### src/rtl/store_ctrl_pkg.sv
// Shared types and constants for the store-buffer drain controller.
// Latency: n/a (declarations only).
// Backpressure: n/a.
package store_ctrl_pkg;

  // Default width of one store-buffer entry / cache request payload.
  localparam int ENTRY_W_DEF = 56;

  // Entry field offsets, used when inspecting payloads in debug and checks.
  localparam int TAG_HI = 55;
  localparam int TAG_LO = 41;
  localparam int WAY_HI = 35;
  localparam int WAY_LO = 34;

  // Drain sequencer states: one store outstanding at a time.
  typedef enum logic [1:0] {
    ST_IDLE     = 2'd0,
    ST_ISSUE    = 2'd1,
    ST_WAIT_RSP = 2'd2,
    ST_RETIRE   = 2'd3
  } drain_state_e;

  // Extract the cache tag of an entry.
  function automatic logic [TAG_HI-TAG_LO:0] entry_tag(input logic [ENTRY_W_DEF-1:0] e);
    return e[TAG_HI:TAG_LO];
  endfunction

  // Extract the target way of an entry.
  function automatic logic [WAY_HI-WAY_LO:0] entry_way(input logic [ENTRY_W_DEF-1:0] e);
    return e[WAY_HI:WAY_LO];
  endfunction

endpackage

### src/rtl/sat_counter.sv
// Saturating up-counter with clear; clear has priority over increment.
// Latency: count visible the cycle after inc/clr.
// Backpressure: none; holds at all-ones once saturated.
module sat_counter #(
  parameter int CNT_W = 4
) (
  input  logic             clock,
  input  logic             reset,
  input  logic             inc_i,
  input  logic             clr_i,
  output logic [CNT_W-1:0] cnt_o
);

  logic [CNT_W-1:0] cnt_q, cnt_d;

  // Next count: clear wins, otherwise step unless already saturated.
  always_comb begin
    cnt_d = cnt_q;
    if (clr_i) begin
      cnt_d = '0;
    end else if (inc_i && (cnt_q != {CNT_W{1'b1}})) begin
      cnt_d = cnt_q + 1'b1;
    end
  end

  // Count register, synchronously cleared by reset.
  always_ff @(posedge clock) begin
    if (reset) begin
      cnt_q <= '0;
    end else begin
      cnt_q <= cnt_d;
    end
  end

  assign cnt_o = cnt_q;

endmodule

### src/rtl/store_drain_ctrl.sv
// Drains store-buffer entries into the data cache and shares its request port with loads.
// Latency: decision cycle N, store request N+1, pop at N+3 with a zero-wait cache.
// Backpressure: store payload held until dc_req_ready; loads blocked while a store is in flight.
module store_drain_ctrl
  import store_ctrl_pkg::*;
#(
  parameter int ENTRY_W           = ENTRY_W_DEF,
  parameter int IDLE_DRAIN_CYCLES = 4,
  parameter int STARVE_LIMIT      = 8,
  parameter int CNT_W             = 4
) (
  input  logic               clock,
  input  logic               reset,
  input  logic               sb_empty,
  input  logic               sb_full,
  input  logic [ENTRY_W-1:0] sb_oldest_info,
  output logic               sb_get_oldest,
  input  logic               ld_req_valid,
  input  logic [ENTRY_W-1:0] ld_req_info,
  output logic               ld_req_ready,
  output logic               dc_req_valid,
  output logic               dc_req_is_store,
  output logic [ENTRY_W-1:0] dc_req_info,
  input  logic               dc_req_ready,
  input  logic               dc_rsp_valid,
  input  logic               drain_all,
  output logic               drain_done,
  output logic               busy
);

  localparam logic [CNT_W-1:0] IDLE_THR   = CNT_W'(IDLE_DRAIN_CYCLES);
  localparam logic [CNT_W-1:0] STARVE_THR = CNT_W'(STARVE_LIMIT);

  drain_state_e       state_q, state_d;
  logic [ENTRY_W-1:0] info_q, info_d;
  logic               drain_pend_q, drain_pend_d;

  logic [CNT_W-1:0]   idle_cnt;
  logic [CNT_W-1:0]   starve_cnt;
  logic               in_idle;
  logic               store_go;
  logic               idle_inc, idle_clr;
  logic               starve_inc;

  assign in_idle = (state_q == ST_IDLE);

  // A store is selected only from IDLE and only when one is buffered.
  assign store_go = in_idle && !sb_empty &&
                    (sb_full || drain_pend_q ||
                     (idle_cnt >= IDLE_THR) || (starve_cnt >= STARVE_THR));

  // Load-port idleness: any load request restarts the window; only IDLE cycles count.
  assign idle_clr = ld_req_valid || store_go;
  assign idle_inc = in_idle && !ld_req_valid;

  // A buffered store is starved each time a load takes the port in its place.
  assign starve_inc = in_idle && !sb_empty && !store_go && ld_req_ready;

  sat_counter #(.CNT_W(CNT_W)) u_idle_cnt (
    .clock (clock),
    .reset (reset),
    .inc_i (idle_inc),
    .clr_i (idle_clr),
    .cnt_o (idle_cnt)
  );

  sat_counter #(.CNT_W(CNT_W)) u_starve_cnt (
    .clock (clock),
    .reset (reset),
    .inc_i (starve_inc),
    .clr_i (store_go),
    .cnt_o (starve_cnt)
  );

  // Next-state and port muxing for the drain sequencer.
  always_comb begin
    state_d         = state_q;
    info_d          = info_q;
    drain_pend_d    = drain_pend_q || drain_all;
    sb_get_oldest   = 1'b0;
    ld_req_ready    = 1'b0;
    dc_req_valid    = 1'b0;
    dc_req_is_store = 1'b0;
    dc_req_info     = '0;
    drain_done      = 1'b0;

    case (state_q)
      ST_IDLE: begin
        if (store_go) begin
          // Capture the oldest entry now; the buffer may change before the cache accepts.
          info_d  = sb_oldest_info;
          state_d = ST_ISSUE;
        end else if (drain_pend_q) begin
          // Pending drain with nothing selectable means the buffer is empty: fence satisfied.
          // A fresh drain_all in this same cycle re-arms for another pass.
          drain_done   = 1'b1;
          drain_pend_d = drain_all;
        end else begin
          dc_req_valid = ld_req_valid;
          dc_req_info  = ld_req_info;
          ld_req_ready = dc_req_ready && ld_req_valid;
        end
      end

      ST_ISSUE: begin
        dc_req_valid    = 1'b1;
        dc_req_is_store = 1'b1;
        dc_req_info     = info_q;
        if (dc_req_ready) begin
          state_d = ST_WAIT_RSP;
        end
      end

      ST_WAIT_RSP: begin
        if (dc_rsp_valid) begin
          state_d = ST_RETIRE;
        end
      end

      ST_RETIRE: begin
        // Entry leaves the buffer only after the cache confirmed the write.
        sb_get_oldest = 1'b1;
        state_d       = ST_IDLE;
      end

      default: begin
        state_d = ST_IDLE;
      end
    endcase
  end

  // State, latched store payload and sticky drain request.
  always_ff @(posedge clock) begin
    if (reset) begin
      state_q      <= ST_IDLE;
      info_q       <= '0;
      drain_pend_q <= 1'b0;
    end else begin
      state_q      <= state_d;
      info_q       <= info_d;
      drain_pend_q <= drain_pend_d;
    end
  end

  assign busy = !in_idle;

endmodule

### config.mk
export PLATFORM = sky130hd
export DESIGN_NAME = store_drain_ctrl
export DESIGN_NICKNAME = d
export VERILOG_FILES = /design/src/rtl/store_ctrl_pkg.sv /design/src/rtl/sat_counter.sv /design/src/rtl/store_drain_ctrl.sv
export SDC_FILE = /design/constraint.sdc
export NUM_CORES = 1
export LEC_CHECK = 0
export BUFFER_PORTS_ARGS = -buffer_cell sky130_fd_sc_hd__buf_2
export CELL_PAD_IN_SITES_DETAIL_PLACEMENT = 0
export CELL_PAD_IN_SITES_GLOBAL_PLACEMENT = 1
export CORE_ASPECT_RATIO = 0.8
export CORE_MARGIN = 3
export CORE_UTILIZATION = 33
export DETAILED_ROUTE_END_ITERATION = 10
export PLACE_DENSITY = 0.91
export RECOVER_POWER = 25
export SYNTH_ARGS = -nofsm -noshare
export SYNTH_HDL_FRONTEND = slang
export SYNTH_HIERARCHICAL = 1
export SYNTH_SLANG_ARGS = --single-unit
export TNS_END_PERCENT = 50
### constraint.sdc
create_clock -name clock -period 2.3 [get_ports clock]
set_input_delay 0.115 -clock clock [delete_from_list [all_inputs] [get_ports clock]]
set_output_delay 0.115 -clock clock [all_outputs]
set_load 0.05 [all_outputs]
### Yosys cells after proc, flatten, opt, wreduce, memory -nomap -nowiden

Index checks and enable logic that the tools add are counted.

* output and inout port bits: 62
* input port bits: 120
* logic and storage cells: 60
* flip-flop bits (word level): 67

* equality and inequality tests: 8
* magnitude comparators: 2
* muxes and demuxes: 21
* add/sub/neg operators: 2
* reduce and logical (&&, ||, !) cells: 22

Operators with widths (number)
* 56-bit 2-to-1 mux: 2
* 56-bit case mux with 2 select lines: 1
* 1-bit 2-to-1 mux: 13
* 4-bit by 1-bit adder with 4-bit output, second input constant: 2
* 1-bit logical AND: 8
* 4-bit inequality test, second input constant: 2
* 2-bit case mux with 4 select lines: 1
* 2-bit 2-to-1 mux: 3
* 1-bit logical OR: 5
* 2-bit equality test, second input constant: 2
* 4-bit by 3-bit greater-or-equal comparator with 1-bit output, second input constant: 1
* 4-bit greater-or-equal comparator, second input constant: 1
* 1-bit zero test: 4
* 2-bit inequality test, second input constant: 2
* 2-bit OR reduction: 2
* 3-bit AND reduction: 1
* 2-bit by 1-bit equality test with 1-bit output, second input constant: 1
* 2-bit zero test: 1
* 2-bit by 1-bit inequality test with 1-bit output, second input constant: 1
* 1-bit case mux with 2 select lines: 1
* 2-bit AND reduction: 1

### Depth between registers and ports, before layout

* word-level depth: 8
* mapped depth: 9
* depth with buffers taken out: 8

### By module

Netlist, hierarchy kept.

Modules (own cells, without submodules)
* store_drain_ctrl: cells each 348, times used 1, seq. area each 1181.1 sq um, area each 3334.4 sq um
* sat_counter: cells each 22, times used 2, seq. area each 80.1 sq um, area each 188.9 sq um

### Worst setup path before layout

No wires, ideal clock.

* path type: register to output
* from: reg state_q[1]
* to: out dc_req_info[13]
* buffers on the path: 2
* data required time: 2185 ps
* data arrival time: 2027 ps
* slack: 158 ps
* stages on the path, launching flop included: 6
* cells stage by stage: dfxtp_1 -> inv_1 -> ha_1 -> clkbuf_1 -> clkbuf_1 -> a22o_1

* longest elaborated chain between the ends: 5
* elaborated cells between the ends (all ways): 6
* classes of those cells: 1 x eq/ne; 2 x mux; 3 x reduce/logical

RTL lines
* start: declaration: line store_drain_ctrl.sv:34 `drain_state_e state_q, state_d;`
* start signal: assignment: line store_drain_ctrl.sv:139 `state_q <= state_d;`
* 2-bit zero test: line store_drain_ctrl.sv:45, store_drain_ctrl.sv:87
* 1-bit logical AND (2 in a row): line store_drain_ctrl.sv:48 `assign store_go = in_idle && !sb_empty &&`
* 56-bit 2-to-1 mux: line store_drain_ctrl.sv:89 `if (store_go) begin`
* 56-bit case mux with 2 select lines (*): line store_drain_ctrl.sv:87 `case (state_q)`
* end: declaration: line store_drain_ctrl.sv:23 `output logic [ENTRY_W-1:0] dc_req_info,`

Mark *: on every way between the ends. The rest lies on a longest branch, timed or not.

### Worst setup path in the final report

* from: reg state_q[0]
* to: out dc_req_info[40]

Same word-level chain as after synthesis.

==> results.md <==
- Status: finished, final reports clean
- Clk Latency, worst-skew pair: 0.32 ns
- Flops & latches, synth: 67
- M3 GR Usage: 0.0572
- Synth top area cells: dfxtp_1 (36%), nand2b_1 (19%), mux2i_1 (17%)
- Total iterations of the first detailed-routing run: 4
- Die X: 125 µm
- CTS sink cnt: 67
- Peak VDD IR: 0.581 mV
- WP data arrival: 2.04 ns
- HPWL Detailed: 7140 µm
- Met2 Resource Use GR: 0.275
- Synth-to-Final Area Change: 37.8%
- Post-route DRC: 0
- Hold Crit Class: in2reg
- I/O pin total: 182
- Total leakage power: 0.00236 µW
- Clock-pin slew on the worst setup and hold paths: 0.05 ns
- Diodes inserted: 0
- Final WS setup: 0.149 ns
- Top FF cell, synth: dfxtp_1
- Worst Hold Launch: drain_all
- Setup violators final: 0
- Reg2reg start: state_q[0]
- Share of the synthesized area in the top cell type: 0.361
- Die Area: 12600 µm²
- IO buf count: 181
- Pre-CTS setup slack: 0.219 ns
- Post-synthesis sequential area ratio: 0.361
- Worst-Margin Slew: 0.764 ns
- Hold_buf cts: 0
- Commonest non-fill, non-tap cell in the layout: buf_2
- Total CTS buffers: 9
- Initial antenna violation count: 0
- H-tree levels: 3
- Most used routing layer: met2
- Setup TNS Final: 0 ns
- Drt via density: 4.79
- Final Cycle Share: 0.935
- Drt initial violations: 133
- Final core occ: 0.482
- Largest net degree at the start of global routing: 69
- Slack of the worst reg-to-reg path: 0.25 ns
- Syn Inst Count: 392
- GRT overflow: 0
- Synthesized area: 3710 µm²
- Synth warn: 6
- Reg2reg end: u_starve_cnt/cnt_o[3]
- Vias in the first global route: 3428
- Most frequent cells in the layout: buf_2 (151), nand2b_1 (115), dfxtp_1 (67)
- CP Data Required Time: 2.18 ns
- Post-Route WL: 9870 µm
- Layout cells sized above 1: 0.363
- Gpl congestion: 0.782
- Slew margin rel.: 0.491
- Fmax: 465 MHz
- PwrDens: 1180 nW/µm²
- Antenna viol nets, final: 0
- Die H: 101 µm
- Met1 Use GR: 0.176
- Crit end category: output pin
- CTS tree: built
- Syn_area_per_cell: 9.47 µm²
- Reg2Reg Depth: 7
- Hold Crit Depth: 3
- Row cnt: 33
- RSZ-0062 raised after global routing: false
- Via count: 3365
- Max Root-Sink Buffers: 2
- Minimum clock period: 2.15 ns
- Hold Vio Cnt, Final: 0
- Number of synthesized flops with an enable pin: 0
- Initial core utilization: 0.350
- Syn nets: 519
- Setup Crit Path Kind: reg2out
- Post-layout nets: 685
- Max-cap violation count: 0
- CP Launch Type: flip-flop
- Worst Hold Path EP: drain_pend_q
- Final-report max-slew violation count: 0
- Crit Path Max Fanout: 30
- Synth async-reset ratio: 0
- Fin Clk Skew: 0.00257 ns
- CORE AREA: 10600 µm²
- Synth cell types: 28
- Clock root cell: clkbuf_16
- First-pass GRT wire length: 16100 µm
- Area leader, netlist: dfxtp_1
- Wirelength per Cell: 14.1 µm
- Total global-route track usage: 0.155
==> sequential cells by signal, indices dropped and copies added, names as in the netlist <==
register / flops
info_q: 56
u_idle_cnt/cnt_o: 4
u_starve_cnt/cnt_o: 4
state_q: 2
drain_pend_q: 1
==> repair_timing <==
action | in CTS | in global routing
gates resized for setup | 3 | 33
setup buffers | 0 | 0
setup endpoints to repair | 58 | 58
==> where the power goes <==
part / total (µW) / switching (µW) / internal [µW]
Sequential: 1460 / 120 / 1340
Combinational: 3270 / 2210 / 1060
Clock: 1290 / 481 / 808
Total: 6010 / 2810 / 3200
==> logic make-up after synthesis <==
| logic type | Yosys count | share of synthesized area |
|---|---|---|
| simple gates | 151 | 0.243 |
| flops | 67 | 0.361 |
| mux | 62 | 0.167 |
| compound gates | 68 | 0.160 |
| buf+inv | 37 | 0.0448 |
| fa+ha+maj | 7 | 0.0236 |
==> worst max path at each step <==
stage	to	start	cells after the start	slack (ns)
6_report	dc_req_info[40]	state_q[0]	7	0.15
5_1_grt	ld_req_ready	state_q[1]	7	0.02
4_1_cts	dc_req_info[31]	state_q[1]	5	0.06
3_5_place_dp	u_starve_cnt/cnt_o[3]	state_q[0]	7	0.22
3_3_place_gp	dc_req_info[31]	state_q[0]	7	0.43
2_1_floorplan	dc_req_info[13]	state_q[1]	5	0.16
==> critical path, stage by stage (launching register included) <==
cell and delay, ns:
dfxtp_1 0.36, inv_1 0.13, ha_2 0.22, nor2b_4 0.17, o21a_2 0.20, buf_8 0.21
a22o_1 0.15, buf_2 0.25
==> final cells by class <==
class	count	area [µm²]
clock buffer	13	270
clock inverter	2	10.0
fill	1021	5500
inverter	6	22.5
multi-input combinational	288	2230
sequential	67	1340
tap	140	175
timing repair buffer	186	1060
==> routing by layer <==
layer,up-vias,wire (µm)
met1,1528,4110
met2,129,4840
met5,-,0
met4,0,109
li1,1699,-
met3,9,807
==> synth_stat cells, types with 3 or more instances <==
master,count
buf_2,10
inv_1,6
nor2_1,7
clkbuf_1,19
mux2i_1,62
a21oi_1,3
a22o_1,56
nor3_1,3
dfxtp_1,67
ha_1,7
nand2b_1,115
nand2_1,13
nor2b_1,3
==> stage by stage <==
stage | area, µm² | std cells | hold slack, ns | total power, µW
after global routing | 5110 | 702 | 0.0124 | 6320
final | 5110 | 702 | 0.0104 | 6010
after global placement | 4740 | 687 | 0.328 | 4540
after floorplan | 3710 | 392 | 0.192 | 3910
after CTS | 5030 | 702 | 0.0000361 | 5960
after detailed placement | 4740 | 687 | 0.348 | 4620
No activity file was read; power rests on OpenSTA's default activity.
